[src/rtl/load_pkg.sv]
// Shared encodings and state type for the load data-fetch path.
package load_pkg;

  localparam logic [1:0] SZ_BYTE = 2'b00;
  localparam logic [1:0] SZ_HALF = 2'b01;
  localparam logic [1:0] SZ_WORD = 2'b10;
  localparam logic [1:0] SZ_ILL  = 2'b11;

  // Wide enough for the largest supported memory latency (7).
  localparam int CNT_W = 3;

  typedef enum logic [1:0] {
    IDLE = 2'b00,
    WAIT = 2'b01,
    DONE = 2'b10,
    ERR  = 2'b11
  } state_e;

  // A request is legal when its size is defined and it is naturally aligned.
  function automatic logic req_legal(input logic [1:0] sz, input logic [1:0] off);
    logic ok;
    case (sz)
      SZ_BYTE: ok = 1'b1;
      SZ_HALF: ok = ~off[0];
      SZ_WORD: ok = (off == 2'b00);
      default: ok = 1'b0;
    endcase
    return ok;
  endfunction

endpackage

[src/rtl/mdr_aligner.sv]
// Moves the addressed byte lane of a little-endian word down to bit 0, zero-filled.
module mdr_aligner
  import load_pkg::*;
(
  input  logic [31:0] rdata_i,
  input  logic [1:0]  off_i,
  output logic [31:0] data_o
);

  assign data_o = rdata_i >> {off_i, 3'b000};

endmodule

[src/rtl/mem_data_fetch.sv]
// Single-outstanding load fetcher: checks alignment, waits MEM_LAT cycles on
// memory, then presents the lane-aligned word and its size to the load-width stage.
module mem_data_fetch
  import load_pkg::*;
#(
  parameter int MEM_LAT = 1
) (
  input  logic        clock,
  input  logic        reset_n,
  input  logic        start,
  input  logic [31:0] addr,
  input  logic [1:0]  size,
  input  logic [31:0] mem_rdata,
  output logic [31:0] mem_addr,
  output logic        mem_rd,
  output logic        busy,
  output logic        done,
  output logic [31:0] data_out,
  output logic [1:0]  size_out,
  output logic        misalign
);

  state_e             state_q, state_d;
  logic [CNT_W-1:0]   cnt_q, cnt_d;
  logic [31:0]        mem_addr_q;
  logic [1:0]         off_q;
  logic [1:0]         size_q;
  logic [31:0]        data_q;
  logic [1:0]         size_out_q;
  logic [31:0]        aligned;
  logic               legal;
  logic               accept;
  logic               capture;

  assign legal  = req_legal(size, addr[1:0]);
  assign accept = (state_q == IDLE) && start && legal;
  // cnt_q <= 1 rather than == 1 so an out-of-range latency cannot wedge WAIT.
  assign capture = (state_q == WAIT) && (cnt_q <= CNT_W'(1));

  mdr_aligner u_align (
    .rdata_i (mem_rdata),
    .off_i   (off_q),
    .data_o  (aligned)
  );

  always_comb begin
    state_d = state_q;
    cnt_d   = cnt_q;
    case (state_q)
      IDLE: begin
        if (start) begin
          if (legal) begin
            state_d = WAIT;
            cnt_d   = CNT_W'(MEM_LAT);
          end else begin
            state_d = ERR;
          end
        end
      end
      WAIT: begin
        cnt_d = cnt_q - CNT_W'(1);
        if (capture) state_d = DONE;
      end
      DONE:    state_d = IDLE;
      ERR:     state_d = IDLE;
      default: state_d = IDLE;
    endcase
  end

  always_ff @(posedge clock or negedge reset_n) begin
    if (!reset_n) begin
      state_q <= IDLE;
      cnt_q   <= '0;
    end else begin
      state_q <= state_d;
      cnt_q   <= cnt_d;
    end
  end

  // Request latch and capture registers; an ERR request touches none of them.
  always_ff @(posedge clock or negedge reset_n) begin
    if (!reset_n) begin
      mem_addr_q <= '0;
      off_q      <= '0;
      size_q     <= '0;
      data_q     <= '0;
      size_out_q <= '0;
    end else begin
      if (accept) begin
        mem_addr_q <= {addr[31:2], 2'b00};
        off_q      <= addr[1:0];
        size_q     <= size;
      end
      if (capture) begin
        data_q     <= aligned;
        size_out_q <= size_q;
      end
    end
  end

  // Status outputs decode straight from state so reset clears them at once.
  assign mem_rd   = (state_q == WAIT);
  assign busy     = (state_q != IDLE);
  assign done     = (state_q == DONE);
  assign misalign = (state_q == ERR);
  assign mem_addr = mem_addr_q;
  assign data_out = data_q;
  assign size_out = size_out_q;

endmodule

[config.mk]
export PLATFORM = sky130hd
export DESIGN_NAME = mem_data_fetch
export DESIGN_NICKNAME = d
export VERILOG_FILES = /design/src/rtl/load_pkg.sv /design/src/rtl/mdr_aligner.sv /design/src/rtl/mem_data_fetch.sv
export SDC_FILE = /design/constraint.sdc
export NUM_CORES = 1
export LEC_CHECK = 0
export ABC_AREA = 1
export CAP_MARGIN = 20
export CORE_MARGIN = 2
export CORE_UTILIZATION = 51
export CTS_BUF_LIST = sky130_fd_sc_hd__clkbuf_8
export DETAILED_ROUTE_END_ITERATION = 7
export DONT_BUFFER_PORTS = 1
export GPL_ROUTABILITY_DRIVEN = 1
export HOLD_SLACK_MARGIN = 0.08
export PLACE_DENSITY = 0.74
export SYNTH_ARGS = -nofsm -noshare
export SYNTH_HDL_FRONTEND = slang
export SYNTH_SLANG_ARGS = --single-unit
[constraint.sdc]
create_clock -name clock -period 1.8 [get_ports clock]
set_clock_uncertainty 0.15 [all_clocks]
set_input_delay 0.36 -clock clock [delete_from_list [all_inputs] [get_ports clock]]
set_output_delay 0.36 -clock clock [all_outputs]
set_load 0.02 [all_outputs]
Word level (Yosys, flattened, before mapping). Index checks and enable logic that the tools add are counted.

Multiplexer cells: 8. $lt $le $gt $ge: 1. Bitwise gates (word level): 1. Reductions and logical operators: 11. Equal/unequal tests: 8. Shift-type cells: 1. Add/subtract/negate cells: 1.

Operator list (number): 32-bit by 5-bit >> shifter with 32-bit output (1); 2-bit equality test (second input constant) (3); 2-bit logical NOT (3); 2-bit two-way mux (3); 3-bit two-way mux (2); 2-bit case mux with 3 select lines (1); 3-bit case mux with 2 select lines (1); 2-bit by 1-bit equality test with 1-bit output (second input constant) (2); 2-bit inequality test (second input constant) (2); 2-bit nonzero test (2); 3-bit by 1-bit less-or-equal comparator with 1-bit output (second input constant) (1); 1-bit logical AND (3); 1-bit case mux with 3 select lines (1); 3-bit AND reduction (1); 3-bit by 1-bit subtractor with 3-bit output (second input constant) (1); 2-bit by 1-bit inequality test with 1-bit output (second input constant) (1); 2-bit AND reduction (1); 2-bit OR reduction (1); 1-bit inverter (1).

Word-level logic and storage cells: 38. Input port bits: 69. Bits in registers: 73. Output and inout bits: 70.

Depth between registers and ports, before layout. Gate-level depths: netlist (run 1).

Word-level depth: 5. Depth in mapped cells: 8. Mapped depth without buffers: 7.

Modules after synthesis. From an unflattened synthesis (run 1), not the netlist that was laid out.

Cell total of the unflattened synthesis: 507. Area total of the unflattened synthesis: 3803.6 um^2.

By module, submodules not included: mem_data_fetch (area each 3059.2 um^2, times used 1, cells each 341, seq. area each 1826.8 um^2); mdr_aligner (area each 744.5 um^2, times used 1, cells each 166, seq. area each 0.0 um^2).

Least setup slack after synthesis (run 1). OpenSTA, ideal clock, no wires.

Path kind: reg-to-reg. Start: reg cnt_q[1]. End: reg data_q[25] (netlist: data_out[25]). Setup time: 0.121 ns. Stages on the path, launching flop included: 8. Arrival time: 1.139 ns. Clock period less this slack: 1.409 ns. Setup slack: 0.391 ns. Data required time: 1.529 ns. Buffers on the path: 1. Cells stage by stage: dfrtp_1 -> inv_1 -> ha_1 -> o21bai_1 -> nand3_4 -> buf_2 -> nand2_1 -> o21ai_1.

Longest elaborated chain between the ends: 2.

Ends and longest elaborated chain: start: declaration (RTL line mem_data_fetch.sv:24) `logic [CNT_W-1:0] cnt_q, cnt_d;`; start signal: assignment (RTL line mem_data_fetch.sv:76) `cnt_q <= cnt_d;`; 3-bit by 1-bit less-or-equal comparator with 1-bit output (RTL line mem_data_fetch.sv:38) `assign capture = (state_q == WAIT) && (cnt_q <= CNT_W'(1));`; 1-bit logical AND (RTL line mem_data_fetch.sv:38); end signal: assignment (RTL line mem_data_fetch.sv:95) `data_q <= aligned;`; end: declaration (RTL line mem_data_fetch.sv:28) `logic [31:0] data_q;`.

Every way passes these cells. A chain may end at the register's enable or synchronous reset.

Worst setup path after layout (run 1).
Start: reg state_q[1]. End: out done.

Longest elaborated chain between the ends: 1.

Ends and longest elaborated chain: start: declaration (RTL line mem_data_fetch.sv:23) `state_e state_q, state_d;`; start signal: assignment (RTL line mem_data_fetch.sv:75) `state_q <= state_d;`; 2-bit equality test (RTL line mem_data_fetch.sv:104) `assign done = (state_q == DONE);`; end: declaration (RTL line mem_data_fetch.sv:17) `output logic done,`.

Every way passes these cells.

==> reports/results.ini, run 1 <==
[final_layout]
area_growth_pct = 20.2
final.fill_count = 601
postLayoutCellArea_sq_um = 4290
nets = 573
final_common_cell = nand2_1
drive_gt1_share_pct = 8.88
final_cell_mix = nand2_1 (217), dfrtp_1 (73), nand3_1 (67)
multiInputGateArea_sq_um = 1460
seqCellArea_sq_um = 1830

[floorplan]
num_rows = 30
pin_count = 139
core-area_sq_um = 6790
start_util_pct = 52.5
fp.dieW_um = 87.7
die-area_sq_um = 7680
die_h_um = 87.7

[synth]
post_synth.cell_area_avg_sq_um = 7.68
synthTopCellsByArea = dfrtp_1 (51%), nand2_1 (23%), nand3_1 (9.4%), inv_1 (2.7%), buf_2 (2.2%)
ys_ff_latch = 73
synthCells = 465
synth_area_sq_um = 3570
ys_warn_count = 0
ys_types = 23
synth.top_cell.area_share_pct = 51.2
synth_top_cell_by_area = dfrtp_1
seq_area_frac_synth_pct = 51.2

[clocking]
cts_hold_buf = 42
post_cts_buffers = 0
numCtsBuffers = 9
cts.sinks = 73
clk_pin_slew_ns = 0.08
cts_buffer_depth = 2
cts_root_buffer = clkbuf_8
cts_resized = 0
htree_levels = 3
cts_tree = done
clock_latency_ns = 0.34

[grt]
gr-total-overflow = 0
grt_usage_pct = 24.8
grt_pass1_vias = 3131
grt_first_pass_wirelength_um = 14800
grt_max_degree = 74
antenna_found_initial = 1

[power_and_ir_drop]
power_density_nw_per_um2 = 1880
leakage_uw = 0.00227
power.switching_uw = 3800
switching_share_pct = 47.1
total_power_uw = 8080
seq_power_share_pct = 48.1
pwr-share-clk_pct = 18.2
p_comb_share_pct = 33.7
ir_worst_vdd_uv = 997
p_int_uw = 4280

[timing]
hold_viol_final = 73
fmax_mhz = 597
rsz0062_at_grt = no
setup_violations = 0
min_period_ns = 1.68
finalSetupTns_ns = 0
hold_ws_ns = -0.449
drv_slew = 0
period_share_pct = 93.1

[run_status]
violations = hold timing
status = finished, violations left

[setup_path]
reg2reg_to = mem_addr[6]$_DFFE_PN0P_
slowest_stage = dfrtp_1
endpoint = done
path_max_fanout = 4
crit_arrival_ns = 1.17
r2r_slack_ns = 0.20
r2r_start = state_q[1]$_DFFE_PN0P_
cp.required_ns = 1.29
end_kind = primary output
r2r_cells = 6
path_cells = inv_1 > nor2_1
cp-start-kind = register
critPathLaunch = state_q[1]$_DFFE_PN0P_
cpPeakStageDelay_ns = 0.41
worstSetupPathType = reg2out

[hold_path]
hold_class = in2async

[route]
vias_per_cell = 5.23
drtAntennaViolNets = 0
post_drt_wl_per_cell_um = 15.2
route.detailed.drc = 0
first_iter_violations = 195
via_count = 3160
m1WireLength_um = 3620
first_pass_iters = 5
wl_met2_um = 4700
met3WireLength_um = 702
highest_layer = met4
routed_wl_um = 9170

[place]
dpl.hpwl_um = 6210
io_buffers = 0
place_congestion = 0.875
place_area_sq_um = 3640

[flow_run]
maxCapViolCount = 0

-- worst max-delay path: cells and delay by family (launching register included) --
kind	cells	cell delay [ns]
flip-flops	1	0.41
AND/OR/NAND/NOR	1	0.32
buffers and inverters	1	0.10
-- state kept, by name, summed over array words and instances, names as in the netlist --
name	flops
cnt_q	3
data_out	32
mem_addr	30
off_q	2
size_out	2
size_q	2
state_q	2
-- routing by layer --
layer	up-vias	global-route usage (%)
met4	0	8.39
met2	124	42.5
met3	13	6.22
met1	1499	30.5
met5	-	0
li1	1524	-
-- Yosys cell counts, drive strengths merged --
| master | instances |
|---|---|
| a21oi | 1 |
| buf | 25 |
| clkbuf | 3 |
| conb | 1 |
| dfrtp | 73 |
| ha | 2 |
| inv | 29 |
| nand2 | 219 |
| nand3 | 68 |
| nor2 | 5 |
| o21ai | 28 |
| o21bai | 1 |
| or2 | 10 |
-- stage by stage --
stage                     cells  utilization (%)  setup WS [ns]  hold slack (ns)
final                       604             63.1          0.125           -0.449
after global routing        603             63.1         0.0104           -0.479
after CTS                   603             63.1          0.113           -0.463
after detailed placement    545             53.6          0.196          -0.0840
after global placement      545             53.6          0.264          -0.0832
after floorplan             466                -          0.391          -0.0856
-- worst min-delay path by stage --
stage,endpoint,from,depth (start not counted)
after global placement,data_out[26]$_DFFE_PN0P_,reset_n,0
after detailed placement,data_out[26]$_DFFE_PN0P_,reset_n,0
after global routing,data_out[26]$_DFFE_PN0P_,reset_n,0
after floorplan,cnt_q[0]$_DFFE_PN0P_,reset_n,0
after CTS,mem_addr[18]$_DFFE_PN0P_,reset_n,0
final,data_out[26]$_DFFE_PN0P_,reset_n,0
-- final cells by class --
type                            instances  share of cell area, %
Inverter                               29                   2.60
Sequential cell                        73                   42.6
Clock buffer                           10                   3.21
Clock inverter                          6                   2.10
Multi-Input combinational cell        336                   34.1
Antenna cell                            1                 0.0583
Timing Repair Buffer                   53                   12.6
Tap cell                               96                   2.80
-- power groups by stage --
stage,clock (uW),combinational (uW),sequential [uW]
after detailed placement,0,2660,3910
after floorplan,0,2150,3720
after CTS,1490,2730,3900
final,1470,2720,3890
after global placement,0,2530,3900
after global routing,1570,3150,3970
-- logic make-up after synthesis --
logic type      share of synthesized area, %
buf+inv                                 7.99
compound gates                          4.28
flops                                   51.2
fa+ha+maj                              0.701
other cells                            0.105
simple gates                            35.8
No activity file was read; power rests on OpenSTA's default activity.
==> run 2: changes to the inputs <==
Settings changed: CORE_UTILIZATION 51 to 60, CTS_BUF_LIST sky130_fd_sc_hd__clkbuf_8 to sky130_fd_sc_hd__clkbuf_4 sky130_fd_sc_hd__clkbuf_8, PLACE_DENSITY 0.74 to 0.84.
==> reports/results.ini, run 2 (synthesized netlist as in run 1, its figures left out) <==
[route]
drtAntennaViolNets = 0
routed_wl_um = 9120
route.detailed.drc = 0
first_pass_iters = 5
vias_per_cell = 5.48
post_drt_wl_per_cell_um = 15.6
via_count = 3194
first_iter_violations = 231

[setup_path]
cp-start-kind = register
crit_family = flip-flops
cpPeakStageDelay_ns = 0.42
cp.required_ns = 1.29
end_kind = primary output
crit_buf_inv = 3
path_max_fanout = 4
crit_arrival_ns = 1.18
worstSetupPathType = reg2out
path_cells = inv_1 > nand2_2 > inv_2 > buf_4
slowest_stage = dfrtp_1

[final_layout]
final_cell_mix = nand2_1 (217), dfrtp_1 (73), nand3_1 (67)
nets = 574
final_cells = 583
diodes = 0
final_common_cell = nand2_1
drive_gt1_share_pct = 9.06
largest_register_ffs = 32
postLayoutCellArea_sq_um = 4290
area_growth_pct = 20.1
final.fill_count = 433

[grt]
grt_max_degree = 74
gr-total-overflow = 0
busiest_layer = met2
grt_usage_pct = 28.4
use_met1_pct = 33.1
antenna_found_initial = 1
grt_pass1_vias = 3086
grt_first_pass_wirelength_um = 14100
grt_use_met2_pct = 47.8
grt_use_met3_pct = 10.2

[timing]
setup_violations = 0
drv_slew = 0
hold_viol_final = 73
relSlewSlack_pct = 63.6
min_period_ns = 1.69
period_share_pct = 94.1
fmax_mhz = 590
worst_slew_pin_slew_ns = 0.546
rsz0062_at_grt = no
hold_ws_ns = -0.450
finalSetupTns_ns = 0

[clocking]
cts.sinks = 73
cts_buffer_depth = 2
clk_pin_slew_ns = 0.08
cts_resized = 0
cts_root_buffer = clkbuf_8
cts_hold_buf = 42
numCtsBuffers = 9
post_cts_buffers = 0
cts_tree = done
htree_levels = 3
clock_latency_ns = 0.34

[power_and_ir_drop]
leakage_uw = 0.00229
ir_worst_vdd_uv = 1160
power_density_nw_per_um2 = 1920

[hold_path]
hold_class = in2async

[floorplan]
die-area_sq_um = 6580
fp.dieW_um = 81.1
pin_count = 139
core-area_sq_um = 5850
start_util_pct = 61.0
die_h_um = 81.1
num_rows = 28

[flow_run]
maxCapViolCount = 0

[place]
io_buffers = 0
dpl.hpwl_um = 5740
place_area_sq_um = 3610
dp.cells = 525
place_congestion = 0.858

[run_status]
status = finished, violations left
violations = hold timing

[run 2: changes by cell type in the layout (fill, tap and decap cells not counted)]
cell        delta
buf_4          +2
clkbuf_8       +1
buf_12         -1
clkinv_2       -1
diode_2        -1
clkinvlp_4     -1
bufinv_16      +1
inv_6          -1
clkbuf_4       +1
[run 2: metrics by stage]
| stage | utilization (%) | setup slack (ns) | power [uW] | hold WS, ns |
|---|---|---|---|---|
| final | 73.3 | 0.105 | 8230 | -0.450 |
| after global routing | 73.3 | 0.0200 | 8830 | -0.484 |
| after CTS | 73.3 | 0.0976 | 8210 | -0.463 |
| after detailed placement | 61.7 | 0.158 | 6500 | -0.0839 |
| after global placement | 61.7 | 0.237 | 6370 | -0.0842 |
| after floorplan | - | 0.391 | 5870 | -0.0856 |
[run 2: area by class of cell]
class / count / area (sq um) / share of cell area, %
multi-input cells: 336 / 1460 / 34.1
flip-flops and latches: 73 / 1830 / 42.6
repair buffers: 54 / 536 / 12.5
well taps: 75 / 93.8 / 2.19
clock inverters: 4 / 98.8 / 2.31
clock buffers: 12 / 159 / 3.71
inverters: 29 / 111 / 2.60
[run 2: metal layers]
| layer | part of all wire [%] | up-vias |
|---|---|---|
| met5 | 0.14 | - |
| met4 | 2.3 | 2 |
| met3 | 8.4 | 22 |
| met2 | 50 | 160 |
| met1 | 39 | 1487 |
| li1 | - | 1523 |
[run 2: worst paths after layout]
check | start | endpoint | slack (ns) | depth (start not counted)
worst max-delay path | state_q[1]$_DFFE_PN0P_ | mem_rd | 0.11 | 4
worst min-delay path | reset_n | data_out[28]$_DFFE_PN0P_ | -0.45 | 0
worst max register to register | cnt_q[1]$_DFFE_PN0P_ | data_out[31]$_DFFE_PN0P_ | 0.15 | 7
worst min register to register | size_q[1]$_DFFE_PN0P_ | size_out[1]$_DFFE_PN0P_ | 0.34 | 2
max in group asynchronous | reset_n | mem_addr[17]$_DFFE_PN0P_ | 1.84 | 0
min in group clock | mem_rdata[25] | data_out[9]$_DFFE_PN0P_ | 0.11 | 4
[run 2: power breakdown]
| group | internal (uW) | switching [uW] |
|---|---|---|
| logic | 1010 | 1710 |
| registers | 2430 | 1450 |
| clock network | 1020 | 617 |
| total | 4450 | 3770 |
